### config.mk
export PLATFORM = sky130hd
export DESIGN_NAME = control_pipe
export DESIGN_NICKNAME = d
export VERILOG_FILES = /design/src/rtl/control_pipe.sv
export SDC_FILE = /design/constraint.sdc
export NUM_CORES = 1
export LEC_CHECK = 0
export BUFFER_PORTS_ARGS = -buffer_cell sky130_fd_sc_hd__buf_4
export CAP_MARGIN = 20
export CORE_ASPECT_RATIO = 0.7
export CORE_MARGIN = 3
export CORE_UTILIZATION = 48
export DETAILED_ROUTE_END_ITERATION = 16
export PLACE_DENSITY = 0.7
export SYNTH_ARGS = -nofsm -noshare
export SYNTH_HDL_FRONTEND = slang
export SYNTH_SLANG_ARGS = --single-unit
### constraint.sdc
create_clock -name clk -period 1.6 [get_ports clk]
set_input_delay 0.08 -clock clk [delete_from_list [all_inputs] [get_ports clk]]
set_output_delay 0.08 -clock clk [all_outputs]
set_load 0.01 [all_outputs]
### src/rtl/control_pipe.sv
// Pipelined control unit for the JOF32 5-stage core: decodes once, then carries the
// control bundle through EX, MEM and WB with stall, flush and MULT/DIV occupancy.
module control_pipe #(
    parameter int             OPW        = 5,
    parameter logic [OPW-1:0] NOP_OP     = {OPW{1'b1}},
    parameter int             MUL_CYCLES = 4,
    parameter int             DIV_CYCLES = 8
) (
    input  logic           clk,
    input  logic           rst,
    input  logic [OPW-1:0] opcode_in,
    input  logic           stall_in,
    input  logic           flush_in,
    output logic [1:0]     sel_dir,
    output logic           reg_rd,
    output logic [1:0]     alu_sel,
    output logic           dir_sl,
    output logic [OPW-1:0] opcode_ex,
    output logic           mem_wr,
    output logic           sel_ld,
    output logic           sel_wb,
    output logic           reg_wr,
    output logic           busy,
    output logic           illegal_op
);

    localparam int MAX_CYC = (MUL_CYCLES > DIV_CYCLES) ? MUL_CYCLES : DIV_CYCLES;
    localparam int CW      = $clog2(MAX_CYC + 1);

    localparam logic [CW-1:0] MUL_LOAD = CW'(MUL_CYCLES - 1);
    localparam logic [CW-1:0] DIV_LOAD = CW'(DIV_CYCLES - 1);

    localparam logic [OPW-1:0] OP_ADD  = OPW'(1);
    localparam logic [OPW-1:0] OP_SUB  = OPW'(2);
    localparam logic [OPW-1:0] OP_AND  = OPW'(3);
    localparam logic [OPW-1:0] OP_OR   = OPW'(4);
    localparam logic [OPW-1:0] OP_NOR  = OPW'(5);
    localparam logic [OPW-1:0] OP_SLL  = OPW'(6);
    localparam logic [OPW-1:0] OP_SRL  = OPW'(7);
    localparam logic [OPW-1:0] OP_MULT = OPW'(8);
    localparam logic [OPW-1:0] OP_DIV  = OPW'(9);
    localparam logic [OPW-1:0] OP_BEQ  = OPW'(10);
    localparam logic [OPW-1:0] OP_BNE  = OPW'(11);
    localparam logic [OPW-1:0] OP_LW   = OPW'(12);
    localparam logic [OPW-1:0] OP_LB   = OPW'(13);
    localparam logic [OPW-1:0] OP_SW   = OPW'(14);
    localparam logic [OPW-1:0] OP_ADDI = OPW'(15);
    localparam logic [OPW-1:0] OP_J    = OPW'(16);

    typedef struct packed {
        logic [1:0] sel_dir;
        logic       reg_rd;
        logic [1:0] alu_sel;
        logic       dir_sl;
        logic       mem_wr;
        logic       sel_ld;
        logic       sel_wb;
        logic       reg_wr;
    } ctrl_t;

    typedef struct packed {
        logic mem_wr;
        logic sel_ld;
        logic sel_wb;
        logic reg_wr;
    } mem_t;

    typedef struct packed {
        logic sel_wb;
        logic reg_wr;
    } wb_t;

    // Bubble bundle; reset state differs only in reg_rd=0.
    localparam ctrl_t NOP_CTRL = 11'b00_1_00_0_0_0_0_0;

    ctrl_t          dec_ctrl;
    logic           dec_illegal;
    logic [CW-1:0]  dec_load;

    ctrl_t          s1_ctrl_reg, s1_ctrl_next;
    logic [OPW-1:0] s1_op_reg,   s1_op_next;
    logic           s1_ill_reg,  s1_ill_next;
    logic [CW-1:0]  cnt_reg,     cnt_next;
    mem_t           s2_reg,      s2_next;
    wb_t            s3_reg,      s3_next;
    mem_t           s1_to_mem;
    logic           busy_int;

    always_comb begin
        dec_ctrl    = NOP_CTRL;
        dec_illegal = 1'b0;
        dec_load    = '0;
        if (opcode_in != NOP_OP) begin
            case (opcode_in)
                OP_ADD, OP_SUB, OP_AND, OP_OR, OP_NOR,
                OP_MULT, OP_DIV:  dec_ctrl = 11'b00_1_00_0_0_0_1_1;
                OP_SLL, OP_SRL:   dec_ctrl = 11'b00_1_10_0_0_0_1_1;
                OP_ADDI:          dec_ctrl = 11'b00_1_01_1_0_0_1_1;
                OP_SW:            dec_ctrl = 11'b00_1_01_1_1_0_1_0;
                OP_LW:            dec_ctrl = 11'b00_1_01_1_0_0_0_1;
                OP_LB:            dec_ctrl = 11'b00_1_01_1_0_1_0_1;
                OP_BEQ, OP_BNE:   dec_ctrl = 11'b01_1_01_1_0_0_0_0;
                OP_J:             dec_ctrl = 11'b10_1_01_1_0_0_0_0;
                default:          dec_illegal = 1'b1;
            endcase
            if (opcode_in == OP_MULT)
                dec_load = MUL_LOAD;
            else if (opcode_in == OP_DIV)
                dec_load = DIV_LOAD;
        end
    end

    assign busy_int  = (cnt_reg != '0);
    assign s1_to_mem = '{mem_wr: s1_ctrl_reg.mem_wr, sel_ld: s1_ctrl_reg.sel_ld,
                         sel_wb: s1_ctrl_reg.sel_wb, reg_wr: s1_ctrl_reg.reg_wr};

    // Priority: flush > busy > stall > advance. WB always follows MEM.
    always_comb begin
        s1_ctrl_next = s1_ctrl_reg;
        s1_op_next   = s1_op_reg;
        s1_ill_next  = s1_ill_reg;
        cnt_next     = cnt_reg;
        s2_next      = '0;
        s3_next      = '{sel_wb: s2_reg.sel_wb, reg_wr: s2_reg.reg_wr};
        if (flush_in) begin
            s1_ctrl_next = NOP_CTRL;
            s1_op_next   = NOP_OP;
            s1_ill_next  = 1'b0;
            cnt_next     = '0;
            if (!busy_int)
                s2_next = s1_to_mem;
        end else if (busy_int) begin
            cnt_next = cnt_reg - CW'(1);
        end else if (!stall_in) begin
            s1_ctrl_next = dec_ctrl;
            s1_op_next   = opcode_in;
            s1_ill_next  = dec_illegal;
            cnt_next     = dec_load;
            s2_next      = s1_to_mem;
        end
    end

    always_ff @(posedge clk or posedge rst) begin
        if (rst) begin
            s1_ctrl_reg <= '0;
            s1_op_reg   <= NOP_OP;
            s1_ill_reg  <= 1'b0;
            cnt_reg     <= '0;
            s2_reg      <= '0;
            s3_reg      <= '0;
        end else begin
            s1_ctrl_reg <= s1_ctrl_next;
            s1_op_reg   <= s1_op_next;
            s1_ill_reg  <= s1_ill_next;
            cnt_reg     <= cnt_next;
            s2_reg      <= s2_next;
            s3_reg      <= s3_next;
        end
    end

    assign sel_dir    = s1_ctrl_reg.sel_dir;
    assign reg_rd     = s1_ctrl_reg.reg_rd;
    assign alu_sel    = s1_ctrl_reg.alu_sel;
    assign dir_sl     = s1_ctrl_reg.dir_sl;
    assign opcode_ex  = s1_op_reg;
    assign illegal_op = s1_ill_reg;
    assign busy       = busy_int;
    assign mem_wr     = s2_reg.mem_wr;
    assign sel_ld     = s2_reg.sel_ld;
    assign sel_wb     = s3_reg.sel_wb;
    assign reg_wr     = s3_reg.reg_wr;

endmodule

Yosys cells after proc, flatten, opt, wreduce, memory -nomap -nowiden

Index checks and enable logic that the tools add are counted.

Add/subtract/negate cells: 1
Muxes and demuxes: 23
Reduce and logical (&&, ||, !) cells: 6
Equality and inequality tests: 20

Operator list:

| operator            | number |
|---|---|
| $pmux 10 s8         | 1 |
| $eq 5x4->1 const B  | 8 |
| $mux 10             | 4 |
| $mux 4              | 7 |
| $eq 5x3->1 const B  | 4 |
| $reduce_or 16->1    | 1 |
| $mux 5              | 3 |
| $eq 5x2->1 const B  | 2 |
| $mux 3              | 3 |
| $reduce_or 7->1     | 1 |
| $eq 5x1->1 const B  | 1 |
| $eq 5x5->1 const B  | 1 |
| $mux 1              | 5 |
| $ne 5x5->1 const B  | 1 |
| $reduce_bool 4->1   | 1 |
| $reduce_or 2->1     | 2 |
| $sub 4x1->4 const B | 1 |
| $ne 3x1->1 const B  | 1 |
| $ne 2x1->1 const B  | 1 |
| $ne 2x2->1 const B  | 1 |
| $reduce_and 2->1    | 1 |

Word-level logic and storage cells: 67
Bits in registers: 26

Logic depth before layout (Yosys ltp)

Word-level depth: 7
Mapped depth: 6

Worst setup path after synthesis

OpenSTA, ideal clock, no wires.

Path kind: register -> register
From: reg cnt_reg[0]
To: reg cnt_reg[0]
Arrival: 1.456 ns
Required time: 1.506 ns
Cell stages (with the launch flop): 6
Path slack: 0.051 ns
Setup time: 0.094 ns
Path through: dfrtp_1 -> inv_1 -> ha_1 -> or3b_4 -> o21bai_4 -> a221oi_2

Cells in the longest elaborated chain, start to end: 3
Elaborated cells on any way between the ends: 5

Ends and longest elaborated chain:

| element                                          | line     | RTL |
|---|---|---|
| start: declaration                               | 83       | `logic [CW-1:0] cnt_reg, cnt_next;` |
| start signal: assignment                         | 155      | `cnt_reg <= cnt_next;` |
| $sub 4x1->4 or $reduce_bool 4->1 (tied branches) | 133, 113 |  |
| $mux 4                                           | 132      | `end else if (busy_int) begin` |
| $mux 4                                           | 125      | `if (flush_in) begin` |

Parallel ways exist; a longest one is shown, timed or not.
A chain may end at the register's enable or synchronous reset.

Final worst setup path

From: reg cnt_reg[1]
To: reg cnt_reg[0]

Cells in the longest elaborated chain, start to end: 3
Elaborated cells on any way between the ends: 4

Ends and longest elaborated chain:

| element             | line | RTL |
|---|---|---|
| $reduce_bool 4->1 * | 113  | `assign busy_int = (cnt_reg != '0);` |
| $mux 4              | 132  |  |
| $mux 4              | 125  |  |

Mark *: on every way between the ends. The rest lies on a longest branch, timed or not.

==> flow_summary.ini <==
[run_status]
outcome = finished, violations left
violations = setup timing

[job]
maxCapViolCount = 0

[worst_setup_path]
crit_chain = inv_2 > ha_4 > or3b_4 > o21bai_4 > a221oi_2
cp-start-kind = register
critical_path.top_delay_family = compound AO/OA/AOI/OAI gates
cp_slowest_cell = or3b_4
crit_fanout = 5
path_buf_inv = 1
crit_type = reg -> reg
cp.arrival_ns = 1.78
cp.required_ns = 1.78
endpoint_kind = register
slowest_delay_ns = 0.42

[global_routing]
antenna_found_initial = 0
grt_use_total_pct = 17.96
grt_pass1_vias = 896
grt_pass1_wl_um = 4498
grt_start_max_net_pins = 26
overflow = 0

[die]
initial_utilization_pct = 54.99
die_x_um = 67.75
core_sq_um = 2330
die_area_sq_um = 3335
die_h_um = 49.23
rows = 14
boundaryPins = 26

[timing]
worst_slack_ns = -0.0008388
tightestPinTransition_ns = 0.4088
fin_worst_skew_ns = 0.004653
rsz0062_at_grt = true
final_hold_viol_count = 0
fin_crit_ns = 1.601
hold_ws_ns = 0.06915
slew_headroom_pct = 72.53
max_freq_mhz = 624.7
period_share_pct = 100.1
maxSlewViolCount = 0
setup_viol = 1

[drt]
dr.pass1.iters = 4
drc = 0
viasPerCell = 5.575
ant_nets = 0
wl_per_cell_um = 14.98
via_count = 998
drt-initial-drc-count = 48
wirelength_um = 2681

[place]
dpl.cell_count = 170
post-place-ws_ns = -0.07772
placedInstanceArea_sq_um = 1451
gp_congestion = 0.7860
hpwl_um = 1864
io_buffer_count = 25

[worst_hold_path]
hold_class = in -> reg

[power_and_ir_drop]
clkPwrFrac_pct = 16.2
power_density_nw_per_um2 = 1480
p_int_w = 0.001504
pwr-share-comb_pct = 46.1
switching_power_w = 0.0008169
peakVddDrop_mv = 0.9222
leakage_nw = 0.7110
seq_power_share_pct = 37.7
swShare_pct = 35.20

[cts]
root_buffer = clkbuf_8
clk_latency_ns = 0.27
cts.path.max_buffers = 2
cts_tree = done
clkTransAtPathRegs_ns = 0.09
cts_buffers = 3
cts-htree-levels = 1
cts.sinks = 25

[final_layout]
drive_above_1_share_pct = 38.10
areaGrowthSynthToFinish_pct = 22.36
largest_register_ffs = 5
stdcell_area_sq_um = 1568
fin_cells = 179
num_antenna_cells = 0
final_util_pct = 67.29
layout.nets = 159

[synthesis]
ys_seq_elements = 25
synth_edf_count = 0
synth.top_cells.by_count = dfrtp_1 (20), nand2_1 (12)
ys_seq_area_share_pct = 49.32
yosys_warnings = 0
netlist.area_leader.share_pct = 39.06
synthTopCellsByArea = dfrtp_1 (39%), dfstp_2 (10%), buf_4 (4.1%)
synth-main-ff-cell = dfrtp_1
synth_area_leader_cell = dfrtp_1
synth_most_common_cell = dfrtp_1
syn_avg_cell_area_sq_um = 10.86
netlist_instances = 118
synthDistinctLibCells = 33
syn_area_sq_um = 1281
synth_nets = 129
async_reset_ff_share_pct = 100.0
==> power by group through the flow <==
stage | sequential, W | clock [W] | combinational (W)
global placement | 0.000864 | 0 | 0.000907
CTS | 0.000871 | 0.000388 | 0.00101
detailed placement | 0.000873 | 0 | 0.000935
floorplan | 0.000891 | 0 | 0.000623
global route | 0.000891 | 0.000424 | 0.00118
finish | 0.000875 | 0.000375 | 0.00107
==> area by class of cell <==
cell class,instances,area [sq um]
Fill cell,192,762.0
Sequential cell,25,631.9
Multi-Input combinational cell,78,559.3
Timing Repair Buffer,35,269.0
Clock buffer,3,41.29
Tap cell,32,40.04
Inverter,5,18.77
Clock inverter,1,7.507
==> worst register-to-register path, delay by kind of cell (launching register included) <==
kind	cells	cell delay, ns
buffers and inverters	1	0.09
AO/OA/AOI/OAI	2	0.44
flip-flops	1	0.41
AND/OR/NAND/NOR	1	0.42
adder cells (fa/ha/maj)	1	0.15
==> logic make-up after synthesis <==
group	count (synthesis)	share of synthesized area, %
simple gates	45	20.61
compound gates	26	15.43
flops	25	49.32
buf+inv	16	9.473
mux	3	2.539
fa+ha+maj	2	1.953
xor+xnor	1	0.6837
==> layout by cell type (no fill, tap or decap), types with 4 or more instances in the layout <==
cell	instances
nand2_1	12
nand3_1	7
dfrtp_1	20
a21oi_1	5
buf_4	33
dfstp_2	5
and2_1	5
nor2_1	6
o21ai_1	4
nor3_1	4
==> repair_timing <==
| item | 4_1_cts | 5_1_grt |
|---|---|---|
| cloned | 1 | 0 |
| endpoints found under the hold margin | 20 | 0 |
| hold buffers | 1 | 0 |
| resized for setup | 4 | 7 |
| setup buffers | 1 | 2 |
| setup endpoints to repair | 15 | 16 |
| pin swaps | 2 | 0 |
==> per-stage QoR <==
step / setup TNS (ns) / power, W
2_1_floorplan: 0 / 0.001514
3_3_place_gp: 0 / 0.001772
3_5_place_dp: -0.3115 / 0.001808
4_1_cts: 0 / 0.002270
5_1_grt: -0.4589 / 0.002493
6_report: -0.0008388 / 0.002321
==> routing by layer <==
layer / GRT usage, % / vias to the layer above / wire length [um]
li1: - / 471 / -
met1: 26.20 / 479 / 1172
met2: 25.85 / 45 / 1247
met3: 6.221 / 3 / 247
met4: 3.030 / 0 / 12
met5: 0 / - / 0
==> path summary, 6_finish.rpt <==
check                            from      endpoint  slack [ns]  cells past startpoint
hold reg to reg             s2_reg[1]        sel_wb        0.35                      0
hold / removal               flush_in    cnt_reg[0]        0.07                      2
setup / recovery           cnt_reg[1]    cnt_reg[0]     -0.0008                      5
setup reg to reg           cnt_reg[1]    cnt_reg[0]     -0.0008                      5
min in group asynchronous         rst     s2_reg[0]        0.40                      4
max in group asynchronous         rst  opcode_ex[4]        0.91                      4
(Power assumes the default switching activity.)
